`config.mk`:
```
export PLATFORM = sky130hd
export DESIGN_NAME = instr_mem_loader
export DESIGN_NICKNAME = d
export VERILOG_FILES = /design/src/rtl/cpu_pkg.sv /design/src/rtl/imem_ram.sv /design/src/rtl/instr_mem_loader.sv
export SDC_FILE = /design/constraint.sdc
export NUM_CORES = 2
export LEC_CHECK = 0
export CORE_ASPECT_RATIO = 1.25
export CORE_MARGIN = 2
export CORE_UTILIZATION = 65
export CTS_CLUSTER_SIZE = 20
export DETAILED_ROUTE_END_ITERATION = 16
export PLACE_DENSITY_LB_ADDON = 0.25
export REMOVE_ABC_BUFFERS = 1
export SETUP_SLACK_MARGIN = 0.4
export SYNTH_ARGS = -nofsm -noshare
export SYNTH_HDL_FRONTEND = slang
export SYNTH_SLANG_ARGS = --single-unit
export TNS_END_PERCENT = 50
```
`constraint.sdc`:
```
create_clock -name clk -period 8.2 [get_ports clk]
set_clock_uncertainty 0.1 [all_clocks]
set_input_delay 1.64 -clock clk [delete_from_list [all_inputs] [get_ports clk]]
set_output_delay 1.64 -clock clk [all_outputs]
set_load 0.05 [all_outputs]
```
`src/rtl/cpu_pkg.sv`:
```
// Shared simpleCPU2 definitions: opcode set, instruction-memory loader states, bus widths.
package cpu_pkg;

  localparam int unsigned IMEM_ADDR_W = 8;
  localparam int unsigned INSTR_W     = 16;

  typedef enum logic [3:0] {
    OP_LOAD      = 4'h0,
    OP_STORE     = 4'h1,
    OP_ADD       = 4'h2,
    OP_LOAD_CONS = 4'h3,
    OP_SUB       = 4'h4,
    OP_JMPZ      = 4'h5,
    OP_ABS       = 4'h6
  } t_opcode;

  typedef enum logic [2:0] {
    ST_IDLE,
    ST_LOAD,
    ST_DONE,
    ST_RUN,
    ST_HALT
  } t_imem_state;

  function automatic logic op_illegal(input logic [3:0] op, input logic [3:0] max_op);
    return op > max_op;
  endfunction

endpackage

```
`src/rtl/imem_ram.sv`:
```
// Instruction RAM: one synchronous write port, one asynchronous read port, contents not reset.
module imem_ram #(
  parameter int unsigned ADDR_W = 8,
  parameter int unsigned DATA_W = 16
) (
  input  logic              clk,
  input  logic              i_we,
  input  logic [ADDR_W-1:0] i_waddr,
  input  logic [DATA_W-1:0] i_wdata,
  input  logic [ADDR_W-1:0] i_raddr,
  output logic [DATA_W-1:0] o_rdata
);

  logic [DATA_W-1:0] r_mem [2**ADDR_W];

  always_ff @(posedge clk) begin
    if (i_we) r_mem[i_waddr] <= i_wdata;
  end

  assign o_rdata = r_mem[i_raddr];

endmodule

```
`src/rtl/instr_mem_loader.sv`:
```
// Instruction-memory loader/responder: downloads an image, screens opcodes, holds the CPU in reset
// until a clean image is present. Define IMEM_CHECKSUM_EN to build the running load checksum.
module instr_mem_loader
  import cpu_pkg::*;
#(
  parameter int unsigned ADDR_W     = IMEM_ADDR_W,
  parameter int unsigned DATA_W     = INSTR_W,
  parameter int unsigned MAX_OPCODE = 6
) (
  input  logic              clk,
  input  logic              rst,
  input  logic              load_start,
  input  logic              load_valid,
  input  logic [DATA_W-1:0] load_data,
  input  logic              load_last,
  output logic              load_ready,
  input  logic [ADDR_W-1:0] I_addr,
  input  logic              I_rd,
  output logic [DATA_W-1:0] I_data,
  output logic              cpu_rst,
  output logic [ADDR_W:0]   load_count,
  output logic              err_bad_op,
  output logic [DATA_W-1:0] load_csum
);

  localparam logic [ADDR_W-1:0] LAST_ADDR = '1;
  localparam logic [3:0]        MAX_OP    = 4'(MAX_OPCODE);

  t_imem_state       r_state, w_state_nxt;
  logic [ADDR_W-1:0] r_wr_ptr;
  logic [ADDR_W:0]   r_load_count;
  logic              r_err_bad_op;
  logic              w_load_ready;
  logic              w_accept;
  logic              w_bad_word;
  logic [DATA_W-1:0] w_rd_data;

  // A restart cycle never accepts a word, so load_start also gates ready.
  assign w_load_ready = (r_state == ST_LOAD) && !load_start;
  assign w_accept     = load_valid && w_load_ready;
  assign w_bad_word   = op_illegal(load_data[DATA_W-1 -: 4], MAX_OP);

  always_ff @(posedge clk or posedge rst) begin
    if (rst) r_state <= ST_IDLE;
    else     r_state <= w_state_nxt;
  end

  always_comb begin
    w_state_nxt = r_state;
    if (load_start) begin
      w_state_nxt = ST_LOAD;
    end else begin
      case (r_state)
        ST_LOAD: if (w_accept && (load_last || r_wr_ptr == LAST_ADDR)) w_state_nxt = ST_DONE;
        ST_DONE: w_state_nxt = r_err_bad_op ? ST_HALT : ST_RUN;
        default: w_state_nxt = r_state;
      endcase
    end
  end

  // The pointer parks on the last address after a full-depth image instead of wrapping.
  always_ff @(posedge clk or posedge rst) begin
    if (rst) begin
      r_wr_ptr     <= '0;
      r_load_count <= '0;
      r_err_bad_op <= 1'b0;
    end else if (load_start) begin
      r_wr_ptr     <= '0;
      r_load_count <= '0;
      r_err_bad_op <= 1'b0;
    end else if (w_accept) begin
      if (r_wr_ptr != LAST_ADDR) r_wr_ptr <= r_wr_ptr + 1'b1;
      r_load_count <= r_load_count + (ADDR_W+1)'(1);
      if (w_bad_word) r_err_bad_op <= 1'b1;
    end
  end

`ifdef IMEM_CHECKSUM_EN
  logic [DATA_W-1:0] r_load_csum;

  always_ff @(posedge clk or posedge rst) begin
    if (rst)             r_load_csum <= '0;
    else if (load_start) r_load_csum <= '0;
    else if (w_accept)   r_load_csum <= r_load_csum + load_data;
  end

  assign load_csum = r_load_csum;
`else
  assign load_csum = '0;
`endif

  imem_ram #(
    .ADDR_W(ADDR_W),
    .DATA_W(DATA_W)
  ) u_ram (
    .clk    (clk),
    .i_we   (w_accept),
    .i_waddr(r_wr_ptr),
    .i_wdata(load_data),
    .i_raddr(I_addr),
    .o_rdata(w_rd_data)
  );

  assign load_ready = w_load_ready;
  assign cpu_rst    = (r_state != ST_RUN);
  assign I_data     = ((r_state == ST_RUN) && I_rd) ? w_rd_data : '0;
  assign load_count = r_load_count;
  assign err_bad_op = r_err_bad_op;

endmodule

```
==> results.ini <==
[finish]
fill_cells=13610
nets=8007
areaGrowthSynthToFinish_pct=10.61
final_area_um2=178300
layout-drive-gt1-share_pct=22.84

[critical_path]
crit_type=in2out
reg2reg_slack_ns=3.54
endpoint_kind=output port
cp_data_arrival_time_ns=6.23
required_ns=6.46
setup.worst_path.start_class=input pin
crit_path_max_fanout=25

[cts]
cts_tree=yes
cts_root_buf=clkbuf_16
htree_levels=5
cts.sinks=4117
numCtsBuffers=375
clockBufferDepth=4
clk_latency_ns=0.94
clk_pin_slew_ns=0.06

[timing]
finalCriticalPeriod_ns=7.974
slew_violations=1
setup_viol=0
period_share_pct=97.24
tns_ns=0
slew_headroom_pct=-0.7065
max_freq_ghz=0.1254
worst_pin_slew_ns=1.487
rsz0062_at_grt=true
setup_slack_ns=0.2260
hold_ws_ns=0.4747
hold_viol=0

[run]
drv_cap=1

[placed_design]
dpl_cell_area_um2=166600
gp_congestion=0.9731
dp_worst_setup_slack_ns=-0.2847
hpwl_um=273700
io_buffers=57

[route]
via_per_inst=7.312
drt_iter0_markers=13670
drt_wl_total_um=455000
first_pass_iters=6
drc=0
highest_layer=met5
met1_length_um=146600
via_count=84740
dr_wl_met3_um=57340
wl_met2_um=214100
wire_per_inst_um=39.26
ant_nets=0

[power]
power_density_nw_per_um2=238.6
p_sw_mw=9.377
leakagePower_nw=56.92
p_comb_share_pct=6.0
internal_power_mw=33.16
pwr-share-seq_pct=54.5
irDropWorstVdd_uv=282.9
pwr-share-clk_pct=39.5
p_sw_share_pct=22.04

[die]
start_util_pct=65.30
io_pins=74
core_um2=246800
die_h_um=560.7
die_w_um=449.4
fp.dieArea_um2=252000
rows=204

[yosys]
synth_edf_count=4096
synth_area_per_cell_um2=21.51
synth_ff_type=edfxtp_1
async_flop_share_pct=0.5101
syn_inst=7494
seq_area_frac_synth_pct=76.64
synth_area_um2=161200
synth.distinct_cells=91
yosys_warnings=0
synth-seq-cells=4117

[grt]
grt_pass1_vias=82950
grt_usage_pct=36.21
grt-ovfl-total=0
antenna_found_initial=27
grt_max_degree=162
grt_pass1_wl_um=633600

[min_path]
min_path_type=reg2reg

[run_status]
status=complete, but fails checks
failed_checks=capacitance limit, slew limit

==> worst paths after layout <==
kind	endpoint	cells after the start	from
max in group asynchronous	load_count[6]$_DFFE_PP0P_	2	rst
min in group asynchronous	r_wr_ptr[7]$_DFFE_PP0P_	2	rst
max reg2reg	u_ram.r_mem[199][6]$_DFFE_PP_	7	r_state[1]$_DFFE_PP0P_
min reg2reg	load_count[8]$_DFFE_PP0P_	2	load_count[8]$_DFFE_PP0P_
max	I_data[2]	11	I_addr[1]
min	load_count[8]$_DFFE_PP0P_	2	load_count[8]$_DFFE_PP0P_
==> synth_stat cells (7+ instances only) <==
cell type  count  area share, %
a22oi_1       62           0.29
o221ai_2       7          0.065
o22ai_1      121           0.47
a31oi_1       17          0.066
nand2_1      122           0.28
o21ai_0       89           0.28
buf_2        108           0.34
clkbuf_8      38           0.32
clkbuf_4       9          0.042
nand3_1       46           0.14
buf_8         61           0.57
nand2b_1       8          0.031
buf_1         10          0.023
xor2_1        10          0.054
mux4_2       743             10
mux2i_1      515            3.2
buf_4         43           0.20
clkbuf_1      99           0.23
buf_6         60           0.42
edfxtp_1    4096             76
and3_1        14          0.054
a211oi_1      23           0.11
nor3_1        68           0.21
o211ai_1      16          0.075
nor2b_1       11          0.043
and2_1        17          0.066
mux4_1       100            1.6
nand4_1       24          0.093
a21oi_1      125           0.39
buf_12        30           0.37
a2111oi_0     11          0.060
nor2_1       411           0.96
nor4_1        20          0.078
o221ai_1     191            1.0
dfrtp_1       21           0.33
==> metrics by stage <==
stage	total power [mW]	cells	util, %
after floorplan	24.58	7049	-
after global placement	26.05	10890	67.51
after detailed placement	26.11	10890	67.52
after CTS	42.52	11560	72.20
after global routing	43.39	11580	72.21
final	42.54	11590	72.23
==> layer usage <==
| layer | global-route usage [%] | vias to the layer above |
|---|---|---|
| li1 | - | 32570 |
| met1 | 46.57 | 43630 |
| met2 | 55.96 | 7115 |
| met3 | 8.599 | 1410 |
| met4 | 23.93 | 16 |
| met5 | 0.4330 | - |
==> power groups by stage <==
stage | clock network, mW | registers, mW | logic [mW]
final | 16.8 | 23.2 | 2.57
after floorplan | 0 | 23.6 | 0.956
after detailed placement | 0 | 23.6 | 2.49
after CTS | 16.9 | 23.2 | 2.51
after global placement | 0 | 23.6 | 2.44
after global routing | 17.6 | 23.2 | 2.60
==> flip-flops by register name, summed over array words and instances (netlist names) <==
| signal | count |
|---|---|
| err_bad_op | 1 |
| load_count | 9 |
| r_state | 3 |
| r_wr_ptr | 8 |
| u_ram.r_mem | 4096 |
==> cell type report <==
type                    instances  area [um^2]  share of cell area, %
flip-flops and latches       4117       123500                  69.29
multi-input cells            2924        33910                  19.02
clock buffers                 471         9910                  5.559
repair buffers                546         5070                  2.844
well taps                    3296         4124                  2.313
clock inverters               199         1625                 0.9117
diodes                         29        72.57                0.04071
inverters                       8        40.04                0.02246
==> critical path, stage by stage <==
cell and delay, ns:
buf_8 0.32, nand2_4 0.41, buf_4 0.39, buf_4 0.35, o221ai_1 0.47, a21oi_1 0.30, a2111oi_2 0.53, nand4_1 0.56
o22ai_1 0.80, buf_4 0.24, buf_12 0.13
==> logic make-up (layout without fill, tap and decap cells) <==
logic type	count (synthesis)	in the layout	share of synthesized area [%]
AOI/OAI and AO/OA	735	735	3.244
DFF	4117	4117	76.64
muxes	1364	1364	15.25
and+or+nand+nor	790	790	2.202
other	1	45	0.002327
buffers and inverters	468	1224	2.546
adders and majority gates	5	5	0.03881
xor gates and xnor gates	14	14	0.07607
==> cells in the final DEF, fill, tap and decap left out, types with 16 or more instances in the layout <==
cell	instances
nor2_1	337
buf_12	63
o221ai_1	190
nor2_2	73
bufinv_16	20
nand4_1	24
o21ai_0	87
mux4_1	100
clkbuf_1	84
o22ai_1	121
nor4_1	20
and2_1	16
mux4_2	743
nor3_1	67
nand2_1	121
a211oi_1	23
clkbuf_16	379
a21oi_1	125
edfxtp_1	4096
clkbuf_8	24
clkinv_2	56
mux2i_1	515
clkinv_1	95
dfrtp_1	21
o211ai_1	16
a31oi_1	17
diode_2	29
nand3_1	41
buf_4	443
a22oi_1	62
clkdlybuf4s50_1	18
conb_1	16
==> repair_timing <==
action                     CTS  global route
setup endpoints to repair    2             5
hold buffers                 0             0
buffers inserted             1             0
resized for setup            2             2
pin swaps                    1             0
(Power assumes the default switching activity.)
